[config.mk]
export PLATFORM = sky130hd
export DESIGN_NAME = baud_scheduler
export DESIGN_NICKNAME = d
export VERILOG_FILES = /design/src/rtl/baud_scheduler.sv
export SDC_FILE = /design/constraint.sdc
export NUM_CORES = 1
export LEC_CHECK = 0
export BUFFER_PORTS_ARGS = -buffer_cell sky130_fd_sc_hd__buf_2
export CORE_ASPECT_RATIO = 0.9
export CORE_MARGIN = 4
export CORE_UTILIZATION = 54
export DETAILED_ROUTE_END_ITERATION = 10
export PLACE_DENSITY = 0.74
export SLEW_MARGIN = 20
export SYNTH_ARGS = -nofsm -noshare
export SYNTH_HDL_FRONTEND = slang
export SYNTH_SLANG_ARGS = --single-unit
[constraint.sdc]
create_clock -name clk -period 2.8 [get_ports clk]
set_clock_uncertainty 0.15 [all_clocks]
set_input_delay 0.14 -clock clk [delete_from_list [all_inputs] [get_ports clk]]
set_output_delay 0.14 -clock clk [all_outputs]
set_load 0.005 [all_outputs]
[src/rtl/baud_scheduler.sv]
// UART baud timebase: divisor counter with tick-aligned divisor updates,
// plus TX bit-phase and RX mid-bit sample scheduling off the 16x tick.
module baud_scheduler #(
    parameter int          DIV_W       = 22,
    parameter int unsigned DEFAULT_DIV = 162
) (
    input  logic             clk,
    input  logic             resetn,
    input  logic             en,
    input  logic             div_wr,
    input  logic [DIV_W-1:0] div_wdata,
    output logic [DIV_W-1:0] div_rdata,
    output logic             div_pending,
    output logic             tick16,
    input  logic             tx_start,
    input  logic             tx_done,
    output logic             tx_bit_tick,
    output logic             tx_busy,
    input  logic             rx_start,
    input  logic             rx_done,
    output logic             rx_sample,
    output logic             rx_busy
);

    typedef enum logic {
        TX_IDLE,
        TX_RUN
    } tx_state_t;

    typedef enum logic [1:0] {
        RX_IDLE,
        RX_START,
        RX_DATA
    } rx_state_t;

    logic [DIV_W-1:0] div_cnt;
    logic [DIV_W-1:0] div_active;
    logic [DIV_W-1:0] shadow;
    logic [DIV_W-1:0] wdata_fix;
    logic             pending;
    logic             apply;

    tx_state_t        tx_state;
    logic [3:0]       tx_phase;
    rx_state_t        rx_state;
    logic [3:0]       rx_phase;

    assign tick16    = en & (div_cnt == div_active);
    // While disabled there is no tick to wait for, so apply straight away.
    assign apply     = pending & (tick16 | ~en);
    assign wdata_fix = (div_wdata == '0) ? DIV_W'(1) : div_wdata;

    assign div_rdata   = div_active;
    assign div_pending = pending;

    assign tx_busy     = (tx_state == TX_RUN);
    assign tx_bit_tick = tick16 & tx_busy & (tx_phase == 4'hF) & ~tx_done;

    assign rx_busy   = (rx_state != RX_IDLE);
    assign rx_sample = tick16 & ~rx_done &
                       (((rx_state == RX_START) & (rx_phase == 4'd7)) |
                        ((rx_state == RX_DATA) & (rx_phase == 4'hF)));

    // Divisor counter, shadow register and tick-boundary apply.
    always_ff @(posedge clk) begin
        if (!resetn) begin
            div_cnt    <= '0;
            div_active <= DIV_W'(DEFAULT_DIV);
            shadow     <= '0;
            pending    <= 1'b0;
        end else begin
            if (!en || tick16) begin
                div_cnt <= '0;
            end else begin
                div_cnt <= div_cnt + 1'b1;
            end
            if (apply) begin
                div_active <= shadow;
            end
            if (div_wr) begin
                shadow  <= wdata_fix;
                pending <= 1'b1;
            end else if (apply) begin
                pending <= 1'b0;
            end
        end
    end

    // TX bit-phase sequencer: one bit boundary per 16 oversample ticks.
    always_ff @(posedge clk) begin
        if (!resetn || !en) begin
            tx_state <= TX_IDLE;
            tx_phase <= '0;
        end else begin
            unique case (tx_state)
                TX_IDLE: begin
                    if (tx_start && !tx_done) begin
                        tx_state <= TX_RUN;
                        tx_phase <= '0;
                    end
                end
                TX_RUN: begin
                    if (tx_done) begin
                        tx_state <= TX_IDLE;
                        tx_phase <= '0;
                    end else if (tick16) begin
                        tx_phase <= tx_phase + 1'b1;
                    end
                end
                default: begin
                    tx_state <= TX_IDLE;
                    tx_phase <= '0;
                end
            endcase
        end
    end

    // RX sampler: half-bit wait to the start-bit centre, then every bit.
    always_ff @(posedge clk) begin
        if (!resetn || !en) begin
            rx_state <= RX_IDLE;
            rx_phase <= '0;
        end else begin
            unique case (rx_state)
                RX_IDLE: begin
                    if (rx_start && !rx_done) begin
                        rx_state <= RX_START;
                        rx_phase <= '0;
                    end
                end
                RX_START: begin
                    if (rx_done) begin
                        rx_state <= RX_IDLE;
                        rx_phase <= '0;
                    end else if (tick16) begin
                        if (rx_phase == 4'd7) begin
                            rx_state <= RX_DATA;
                            rx_phase <= '0;
                        end else begin
                            rx_phase <= rx_phase + 1'b1;
                        end
                    end
                end
                RX_DATA: begin
                    if (rx_done) begin
                        rx_state <= RX_IDLE;
                        rx_phase <= '0;
                    end else if (tick16) begin
                        rx_phase <= rx_phase + 1'b1;
                    end
                end
                default: begin
                    rx_state <= RX_IDLE;
                    rx_phase <= '0;
                end
            endcase
        end
    end

endmodule

==> results by group <==
Synthesis
  – Distinct cell type count after synthesis: 43
  – Avg Synthesized Cell Area: 8.950 um2
  – Cell with the most instances after synthesis: dfxtp_1
  – Synth warn: 0
  – Ys async rst share: 0%
  – Post-synthesis register bit count: 78
  – Synth area leaders: dfxtp_1 44%, mux2i_1 7.3%, xnor2_1 5.9%
  – Synthesized Nets: 435
  – Top post-synthesis cells by count: 78 x dfxtp_1, 42 x nand2_1, 38 x nand3_1, 34 x nor2_1, 26 x mux2i_1
  – Post-Syn Area: 3571 um2
  – Ys flop type: dfxtp_1
  – Yosys top cell area share: 43.73%
  – Post-Synthesis Cells: 399
  – Post-synth EDFFs: 0
  – Yosys top cell by area: dfxtp_1
  – Sequential area share after synthesis: 43.73%

Clocking
  – Clock tree buffer depth: 2
  – H-Tree Depth: 3
  – CTS Buf Count: 9
  – Postcts setup bufs: 0
  – Clock transition at path regs: 90 ps
  – Clock root cell: clkbuf_8
  – CTS sink count: 78
  – TritonCTS clock tree: built
  – Worst-skew pair later-pin latency: 350 ps

Timing
  – Max_slew headroom: 55.88%
  – RSZ-0062 raised after global routing: false
  – Worst slew pin tran: 661.8 ps
  – Tcrit/Tclk final: 91.16%
  – Fin Setup TNS: 0 ps
  – Final setup vio count: 0
  – Final min period: 2553 ps
  – Final Hold Vio Count: 0
  – F_max: 0.3918 GHz
  – Max Slew Vio Count: 0
  – Final hold slack: 92.90 ps

Die
  – Die area: 7980 um2
  – Core ar.: 6284 um2
  – Initial Util: 56.83%
  – Chip height: 85.15 um
  – FP Rows: 27
  – Num ports: 58
  – DIE WIDTH: 93.72 um

Cells and area
  – Finished Layout Cells: 570
  – Fin nets: 514
  – Fill cells: 503
  – Share of layout cells above drive strength 1: 18.22%
  – Area growth syn-to-layout: 23.44%
  – Diode count: 0

Worst setup path
  – Startpoint types: register
  – RR Startpoint: div_cnt[0]
  – CP Max Fanout: 7
  – Worst EP arrival: 2260 ps
  – R2r setup slk: 480 ps
  – CP endpoint kind: primary output
  – Reg-to-reg endpoint: div_rdata[0]
  – CP required: 2510 ps
  – Critical path class: register to primary output
  – R2R depth: 7

Global route
  – First-pass GRT wire length: 14260 um
  – Number of global-route vias before repair: 2939
  – Initial antenna violation count: 0
  – Tot GR Track Use: 22.43%
  – Largest net degree at the start of global routing: 64
  – GR Overflow Total: 0

Power
  – Peak supply drop: 0.0003592 V
  – NetSw: 0.5537 mW
  – Pwr Total: 2.304 mW
  – Leak pwr: 1.716 nW
  – Combinational Power Share: 8.9%
  – Flop pwr share: 50.6%
  – Switching Share: 24.03%
  – P_int: 1.750 mW
  – Clock power frac: 40.5%
  – Pwr/cell area: 522.7 nW/um2

Min path
  – Min-Delay Path Class: input port to register
  – Hold Path End: rx_phase[2]
  – Worst Hold Depth: 4
  – Hold_sp: en

Route
  – DR vias/cell: 5.396
  – DR WL/cell: 14.81 um
  – Final wirelength: 8439 um
  – 1st-pass router iterations: 5
  – Number of remaining DRC errors: 0
  – Initial drt markers: 167
  – Post-route ant nets: 0
  – Via count: 3076

Job
  – Max-Cap Viols: 0

Place
  – Post-Place Cells: 528
  – Final HPWL DP: 6005 um
  – Port Buffers: 57
  – Routability congestion estimate: 0.8328

Run status
  – Outcome: complete, no violations
==> cell families after synthesis <==
group | after synthesis | share of synthesized area, %
fa+ha+maj | 6 | 2.102
mux | 26 | 7.288
compound gates | 41 | 7.043
flops | 78 | 43.73
xor+xnor | 42 | 10.93
buf+inv | 26 | 3.223
simple gates | 180 | 25.68
==> layer usage <==
layer / track usage, % / part of all wire [%] / vias to the layer above
li1: - / - / 1543
met1: 29.97 / 46 / 1411
met2: 35.85 / 45 / 107
met3: 6.117 / 6.4 / 15
met4: 5.906 / 1.9 / 0
met5: 0 / 0 / -
==> placed cells by master, fill, tap and decap left out, types with 4 or more instances in the layout <==
cell type | synthesis | final
dlygate4sd3_1 | 0 | 26
clkbuf_8 | 0 | 9
a21oi_1 | 6 | 6
mux2i_1 | 26 | 26
nor3_1 | 8 | 8
inv_1 | 5 | 5
buf_2 | 2 | 57
dfxtp_1 | 78 | 78
nor4_1 | 8 | 8
buf_4 | 0 | 4
ha_1 | 6 | 6
or4_1 | 4 | 4
nor2b_1 | 24 | 24
nand3_1 | 38 | 37
o21ai_0 | 20 | 20
nand2_1 | 42 | 42
nand4_1 | 8 | 8
xor2_1 | 15 | 15
xnor2_1 | 24 | 24
nor2_1 | 34 | 34
==> state kept, by name, indices dropped and copies added (netlist names) <==
register	flops
rx_state	2
shadow	22
tx_phase	4
tx_busy	1
div_cnt	22
rx_phase	4
div_rdata	22
div_pending	1
==> repair_timing <==
action / CTS / global route
hold buffers: 26 / 0
hold endpoints to repair: 24 / 0
resized for setup: 0 / 1
endpoints found under the setup margin: 0 / 1
==> worst max-delay path, stage by stage (launching register included) <==
cell and delay, ps:
dfxtp_1 450, xnor2_1 150, nand4_1 150, nor4_4 410, nand3_2 240, clkinv_1 220, nand2_1 80, nor2_1 100
buf_2 110
==> final cells by class <==
cell class,instances,area [um2],area share [%]
Sequential cell,78,1562,35.42
Clock buffer,10,127.6,2.895
Multi-Input combinational cell,295,1899,43.09
Timing Repair Buffer,88,595.6,13.51
Clock inverter,6,92.59,2.100
Tap cell,87,108.9,2.469
Inverter,6,22.52,0.5109
==> per-stage QoR <==
stage | setup WS, ps | utilization (%) | cell area [um2]
2_1_floorplan | 825.1 | - | 3571
3_3_place_gp | 544.4 | 62.43 | 3923
3_5_place_dp | 465.9 | 62.43 | 3923
4_1_cts | 155.0 | 70.07 | 4403
5_1_grt | 76.43 | 70.15 | 4408
6_report | 247.4 | 70.15 | 4408
==> how the worst max path moves through the flow <==
stage,endpoint,startpoint,slack (ps)
finish,tx_bit_tick,div_cnt[0],250
global route,tx_bit_tick,div_cnt[0],80
CTS,tx_bit_tick,div_cnt[0],150
detailed placement,rx_state[0],div_cnt[0],470
global placement,div_rdata[20],div_cnt[0],540
floorplan,rx_phase[2],div_cnt[0],830
==> power groups by stage <==
stage | Combinational [mW] | Sequential [mW] | Clock [mW]
2_1_floorplan | 0.115 | 1.18 | 0
3_3_place_gp | 0.170 | 1.19 | 0
3_5_place_dp | 0.174 | 1.19 | 0
4_1_cts | 0.202 | 1.17 | 0.943
5_1_grt | 0.225 | 1.17 | 1.00
6_report | 0.204 | 1.17 | 0.933
No activity file was read; power rests on OpenSTA's default activity.
